### src/rtl/prei_mode_pp_pkg.sv
// Shared widths, bank state encoding and side-register record for the
// prei -> intra best-mode ping-pong buffer.
package prei_mode_pp_pkg;

   localparam int ADDR_W      = 7;
   localparam int DATA_W      = 6;
   localparam int QP_W        = 6;
   localparam int PIC_X_WIDTH = 8;
   localparam int PIC_Y_WIDTH = 8;
   localparam int DEPTH       = 2 ** ADDR_W;
   localparam int NUM_BANKS   = 2;

   // A bank is either being filled / free (EMPTY) or holds a finished CTU (FULL)
   typedef enum logic {
      BANK_EMPTY = 1'b0,
      BANK_FULL  = 1'b1
   } bank_state_t;

   // Per-CTU values captured at prei_done and presented with the read bank
   typedef struct packed {
      logic [QP_W-1:0]        qp;
      logic [PIC_X_WIDTH-1:0] x;
      logic [PIC_Y_WIDTH-1:0] y;
   } side_t;

endpackage

### src/rtl/prei_mode_pp_bank.sv
// One mode bank: DEPTH x DATA_W storage, one write port, one registered
// read port. Only the read output register is reset; the array is not.
module prei_mode_pp_bank
   import prei_mode_pp_pkg::*;
(
   input  logic              clk,
   input  logic              i_srst,
   input  logic              i_we,
   input  logic [ADDR_W-1:0] i_waddr,
   input  logic [DATA_W-1:0] i_wdata,
   input  logic [ADDR_W-1:0] i_raddr,
   output logic [DATA_W-1:0] o_rdata
);

   logic [DATA_W-1:0] r_mem [DEPTH];
   logic [DATA_W-1:0] r_rdata;

   // Write port: last write to an address wins
   always_ff @(posedge clk) begin
      if (i_we) begin
         r_mem[i_waddr] <= i_wdata;
      end
   end

   // Registered read port, cleared on reset so the downstream sees 0
   always_ff @(posedge clk) begin
      if (i_srst) begin
         r_rdata <= '0;
      end else begin
         r_rdata <= r_mem[i_raddr];
      end
   end

   assign o_rdata = r_rdata;

endmodule

### src/rtl/prei_mode_pp.sv
// Ping-pong buffer of per-CTU best modes between prei_top and the
// intra/encode stage. The writer fills bank[wr_ptr]; prei_done seals it
// (FULL) together with its QP and CTU position. The reader sees
// bank[rd_ptr] while FULL and releases it with rd_done. CTUs leave in
// completion order.
module prei_mode_pp
   import prei_mode_pp_pkg::*;
(
   input  logic                   clk,
   input  logic                   rstn,          // active-HIGH synchronous reset despite the name
   input  logic                   md_we_i,
   input  logic [ADDR_W-1:0]      md_waddr_i,
   input  logic [DATA_W-1:0]      md_wdata_i,
   input  logic                   prei_done_i,
   input  logic [QP_W-1:0]        qp_i,
   input  logic [PIC_X_WIDTH-1:0] ctu_x_i,
   input  logic [PIC_Y_WIDTH-1:0] ctu_y_i,
   output logic                   wr_ready_o,
   output logic                   rd_valid_o,
   input  logic [ADDR_W-1:0]      rd_addr_i,
   output logic [DATA_W-1:0]      rd_data_o,
   output logic [QP_W-1:0]        rd_qp_o,
   output logic [PIC_X_WIDTH-1:0] rd_ctu_x_o,
   output logic [PIC_Y_WIDTH-1:0] rd_ctu_y_o,
   input  logic                   rd_done_i,
   output logic                   err_o
);

   logic        r_wr_ptr;
   logic        r_rd_ptr;
   logic        r_rd_sel;      // rd_ptr at the time the pending read was issued
   logic        r_err;
   side_t       r_rd_side;
   bank_state_t r_state      [NUM_BANKS];
   bank_state_t w_state_next [NUM_BANKS];
   side_t       r_side       [NUM_BANKS];
   side_t       w_side_next  [NUM_BANKS];
   logic [DATA_W-1:0] w_bank_rdata [NUM_BANKS];
   logic [NUM_BANKS-1:0] w_bank_we;
   logic [NUM_BANKS-1:0] w_cap;
   logic [NUM_BANKS-1:0] w_rel;

   side_t w_side_in;
   logic  w_wr_ready;
   logic  w_rd_valid;
   logic  w_wr_fire;
   logic  w_done_fire;
   logic  w_rel_fire;
   logic  w_rd_ptr_next;

   // Handshake flags come straight from registered bank state
   assign w_wr_ready = (r_state[r_wr_ptr] == BANK_EMPTY);
   assign w_rd_valid = (r_state[r_rd_ptr] == BANK_FULL);

   // Writer activity is only honoured while its bank is free; reader release only while FULL
   assign w_wr_fire     = md_we_i     & w_wr_ready;
   assign w_done_fire   = prei_done_i & w_wr_ready;
   assign w_rel_fire    = rd_done_i   & w_rd_valid;
   assign w_rd_ptr_next = r_rd_ptr ^ w_rel_fire;

   assign w_side_in.qp = qp_i;
   assign w_side_in.x  = ctu_x_i;
   assign w_side_in.y  = ctu_y_i;

   generate
      for (genvar gi = 0; gi < NUM_BANKS; gi++) begin : g_bank
         assign w_bank_we[gi] = w_wr_fire   & (r_wr_ptr == 1'(gi));
         assign w_cap[gi]     = w_done_fire & (r_wr_ptr == 1'(gi));
         assign w_rel[gi]     = w_rel_fire  & (r_rd_ptr == 1'(gi));

         // A bank cannot be sealed and released in the same cycle: sealing
         // needs it EMPTY, releasing needs it FULL
         assign w_state_next[gi] = w_cap[gi] ? BANK_FULL  :
                                   w_rel[gi] ? BANK_EMPTY : r_state[gi];
         assign w_side_next[gi]  = w_cap[gi] ? w_side_in  : r_side[gi];

         prei_mode_pp_bank u_bank (
            .clk     (clk),
            .i_srst  (rstn),
            .i_we    (w_bank_we[gi]),
            .i_waddr (md_waddr_i),
            .i_wdata (md_wdata_i),
            .i_raddr (rd_addr_i),
            .o_rdata (w_bank_rdata[gi])
         );
      end
   endgenerate

   // Bank state and side registers
   always_ff @(posedge clk) begin
      for (int i = 0; i < NUM_BANKS; i++) begin
         if (rstn) begin
            r_state[i] <= BANK_EMPTY;
            r_side[i]  <= '0;
         end else begin
            r_state[i] <= w_state_next[i];
            r_side[i]  <= w_side_next[i];
         end
      end
   end

   // Pointers toggle on each accepted seal / release
   always_ff @(posedge clk) begin
      if (rstn) begin
         r_wr_ptr <= 1'b0;
         r_rd_ptr <= 1'b0;
         r_rd_sel <= 1'b0;
      end else begin
         r_wr_ptr <= r_wr_ptr ^ w_done_fire;
         r_rd_ptr <= w_rd_ptr_next;
         r_rd_sel <= r_rd_ptr;
      end
   end

   // Read-bank side info tracks the bank that will be rd_ptr next cycle, so
   // it is coherent with rd_valid_o after a seal or release
   always_ff @(posedge clk) begin
      if (rstn) begin
         r_rd_side <= '0;
      end else begin
         r_rd_side <= w_side_next[w_rd_ptr_next];
      end
   end

   // Sticky misuse flag: writer touched a bank that was not free
   always_ff @(posedge clk) begin
      if (rstn) begin
         r_err <= 1'b0;
      end else if ((md_we_i | prei_done_i) & ~w_wr_ready) begin
         r_err <= 1'b1;
      end
   end

   assign wr_ready_o = w_wr_ready;
   assign rd_valid_o = w_rd_valid;
   assign rd_data_o  = w_bank_rdata[r_rd_sel];
   assign rd_qp_o    = r_rd_side.qp;
   assign rd_ctu_x_o = r_rd_side.x;
   assign rd_ctu_y_o = r_rd_side.y;
   assign err_o      = r_err;

endmodule
### config.mk
export PLATFORM = sky130hd
export DESIGN_NAME = prei_mode_pp
export DESIGN_NICKNAME = d
export VERILOG_FILES = /design/src/rtl/prei_mode_pp_pkg.sv /design/src/rtl/prei_mode_pp_bank.sv /design/src/rtl/prei_mode_pp.sv
export SDC_FILE = /design/constraint.sdc
export NUM_CORES = 2
export LEC_CHECK = 0
export ABC_AREA = 1
export CAP_MARGIN = 20
export CELL_PAD_IN_SITES_DETAIL_PLACEMENT = 1
export CELL_PAD_IN_SITES_GLOBAL_PLACEMENT = 1
export CORE_UTILIZATION = 35
export DETAILED_ROUTE_END_ITERATION = 7
export PLACE_DENSITY_LB_ADDON = 0.1
export SYNTH_ARGS = -nofsm -noshare
export SYNTH_HDL_FRONTEND = slang
export SYNTH_SLANG_ARGS = --single-unit
### constraint.sdc
create_clock -name clk -period 4.4 [get_ports clk]
set_input_delay 0.88 -clock clk [delete_from_list [all_inputs] [get_ports clk]]
set_output_delay 0.88 -clock clk [all_outputs]
set_load 0.03 [all_outputs]
==> impl_metrics.json <==
{
  "status": "finished with violations",
  "violations": "design-rule violations",
  "endpoint_kind": "output pin",
  "rows": 159,
  "fmax_mhz": 301,
  "die_h_um": 437,
  "powerDensity_nw_per_um2": 459,
  "cp_cell_sequence": "mux2_2 > clkdlybuf4s50_1",
  "worst_slew_pin_slew_ns": 1.09,
  "maxSlewViolCount": 0,
  "drtIter0Drc": 3197,
  "holdWs_ns": 0.455,
  "drtAntennaViolNets": 0,
  "clk_latency_ns": 0.84,
  "syn_nets": 5892,
  "ys_warn_count": 0,
  "irDropWorstVdd_v": 0.000327,
  "yosysUniqueCellTypes": 25,
  "use_met2": 0.364,
  "gp_congestion": 0.793,
  "wl_per_cell_um": 24.8,
  "drc_errors": 28,
  "layout_setup_ws_ns": 1.08,
  "start_kind": "register",
  "num_vias": 44400,
  "cp.arrival_ns": 2.44,
  "use_met1": 0.310,
  "cp_slowest_stage_delay_ns": 0.62,
  "cts_sinks": 1620,
  "syn2layout_area_growth_pct": 14.8,
  "cp.required_ns": 3.52,
  "hold_viol": 0,
  "totalWireLength_mm": 211,
  "yosysTopAreaCell": "edfxtp_1",
  "slew_headroom": 0.268,
  "die_x_um": 437,
  "grt_max_degree": 160,
  "crit_fanout": 6,
  "initial_core_util": 0.352,
  "grt-busiest-layer": "met2",
  "grt_pass1_vias": 45900,
  "slowest_stage": "clkdlybuf4s50_1",
  "synth.ff_latch_count": 1620,
  "total_power_mw": 34.9,
  "core_um2": 188000,
  "leakagePower_nw": 26.6,
  "gr-total-overflow": 0,
  "post-dp-hpwl_mm": 128,
  "netlist_top_cells_area": "edfxtp_1 70%, nand2_1 11%, nand3_1 11%",
  "h-tree-depth": 4,
  "fin_cells": 8537,
  "cts_buffers": 181,
  "syn_inst": 5841,
  "io_pins": 78,
  "track_usage": 0.221,
  "min_period_over_period": 0.755,
  "grt_pass1_wl_mm": 313,
  "ctsRootBufferMaster": "clkbuf_16",
  "cts_max_path_buffers": 3,
  "antenna_found_initial": 9,
  "yosysSeqAreaShare": 0.722,
  "criticalPathCategory": "register to output pin",
  "finClkSkew_ns": 0.0301,
  "tns_ns": 0,
  "rsz0062_at_grt": "false",
  "post_cts_resize_count": 0,
  "max_cap_violations": 0,
  "fin_nets": 5937,
  "min_period_ns": 3.32,
  "cts.clk_slew.worst_paths_ns": 0.06,
  "io_buffers": 77,
  "cts_tree": "done",
  "hold_buffers": 0,
  "yosys.area.top_type_share": 0.697,
  "drt_first_pass_iters": 8,
  "drive_above_1_share": 0.0767,
  "cts_setup_buffers": 0,
  "syn_area_per_cell_um2": 11.3,
  "dp.cells": 8198,
  "finalSetupViolations": 0,
  "dieArea_um2": 191000,
  "avgViaCountPerCell": 5.21,
  "dp_slack_ns": 0.764,
  "syn_area_um2": 66300,
  "grt_util_met3": 0.0258,
  "hold_path_class": "register to register"
}
-- where the power goes --
| part | switching (mW) | internal (mW) | total [mW] |
|---|---|---|---|
| logic | 2.10 | 0.736 | 2.83 |
| registers | 0.0497 | 17.0 | 17.1 |
| clock network | 6.25 | 8.76 | 15.0 |
-- kinds of logic (layout without fill, tap and decap cells) --
group,Yosys count,in the layout,synth area share
AO/OA/AOI/OAI,70,70,0.00578
other,0,5,0
multiplexers,6,6,0.00102
flip-flops,1620,1620,0.722
adder cells (fa/ha/maj),4,4,0.000755
buffers and inverters,449,645,0.0343
AND/OR/NAND/NOR,3692,3692,0.236
-- critical path, delay by kind of cell, from the launching register on --
kind                   cells  cell delay (ns)
buffers and inverters      1             0.62
muxes                      1             0.46
DFF                        1             0.52
-- placed cells by master, fill, tap and decap left out, types with 3 or more instances in the layout --
cell	count
buf_12	52
buf_4	128
buf_8	8
bufinv_16	15
clkbuf_1	44
clkbuf_16	187
clkbuf_8	8
clkdlybuf4s50_1	65
clkinv_1	42
clkinv_2	24
clkinvlp_4	3
dfxtp_1	82
diode_2	5
edfxtp_1	1538
ha_1	4
inv_1	49
inv_16	3
inv_6	7
mux2_2	6
nand2_1	1927
nand3_1	1404
nor2_1	331
nor3_1	18
nor3_2	8
o21ai_0	45
o22ai_1	22
-- layout make-up --
class,count,area (µm²)
sequential,1620,47800
multi-input combinational,3772,16200
tap,2495,3120
clock inverter,95,870
antenna,5,12.5
fill,20000,112000
inverter,54,236
timing repair buffer,257,2820
clock buffer,239,4950
-- Yosys cell counts --
master	n
nand3_1	1406
a21oi_1	1
buf_1	40
buf_4	71
clkbuf_1	107
buf_12	1
or2_2	2
mux2_2	6
nand2_1	1927
ha_1	4
dfxtp_1	82
inv_2	1
clkinv_1	1
edfxtp_1	1538
o22ai_1	22
nor2_1	331
inv_4	1
a21boi_0	1
nor3_1	26
o21ai_0	45
buf_2	164
inv_1	51
buf_8	2
buf_6	10
o21a_1	1
-- worst paths after layout --
check | start | end | slack (ns) | depth (start not counted)
hold reg to reg | err_o$_SDFFE_PP0P_ | err_o$_SDFFE_PP0P_ | 0.45 | 2
setup reg to reg | r_state[0]$_DFFE_PP_ | g_bank[1].u_bank.r_mem[37][5]$_DFFE_PP_ | 1.63 | 5
hold / removal | err_o$_SDFFE_PP0P_ | err_o$_SDFFE_PP0P_ | 0.45 | 2
setup / recovery | r_rd_sel$_SDFF_PP0_ | rd_data_o[5] | 1.08 | 2
-- state kept, by name, indices dropped and copies added (netlist names) --
name                   count
err_o                      1
r_rd_sel                   1
g_bank.u_bank.o_rdata     12
r_rd_ptr                   1
rd_ctu_y_o                 8
r_side                    44
r_wr_ptr                   1
g_bank.u_bank.r_mem     1536
rd_ctu_x_o                 8
rd_qp_o                    6
r_state                    2
-- metrics by stage --
step / cell area [µm²] / util
floorplan: 66300 / -
detailed placement: 70200 / 0.374
global placement: 70200 / 0.373
finish: 76100 / 0.405
global route: 76100 / 0.405
CTS: 76000 / 0.405
-- layer usage --
metal	vias to the layer above	part of all wire
met5	-	0
met4	0	0.018
met3	226	0.036
met2	803	0.48
met1	22900	0.46
li1	20500	-
Power figures use the tool's default switching activity.
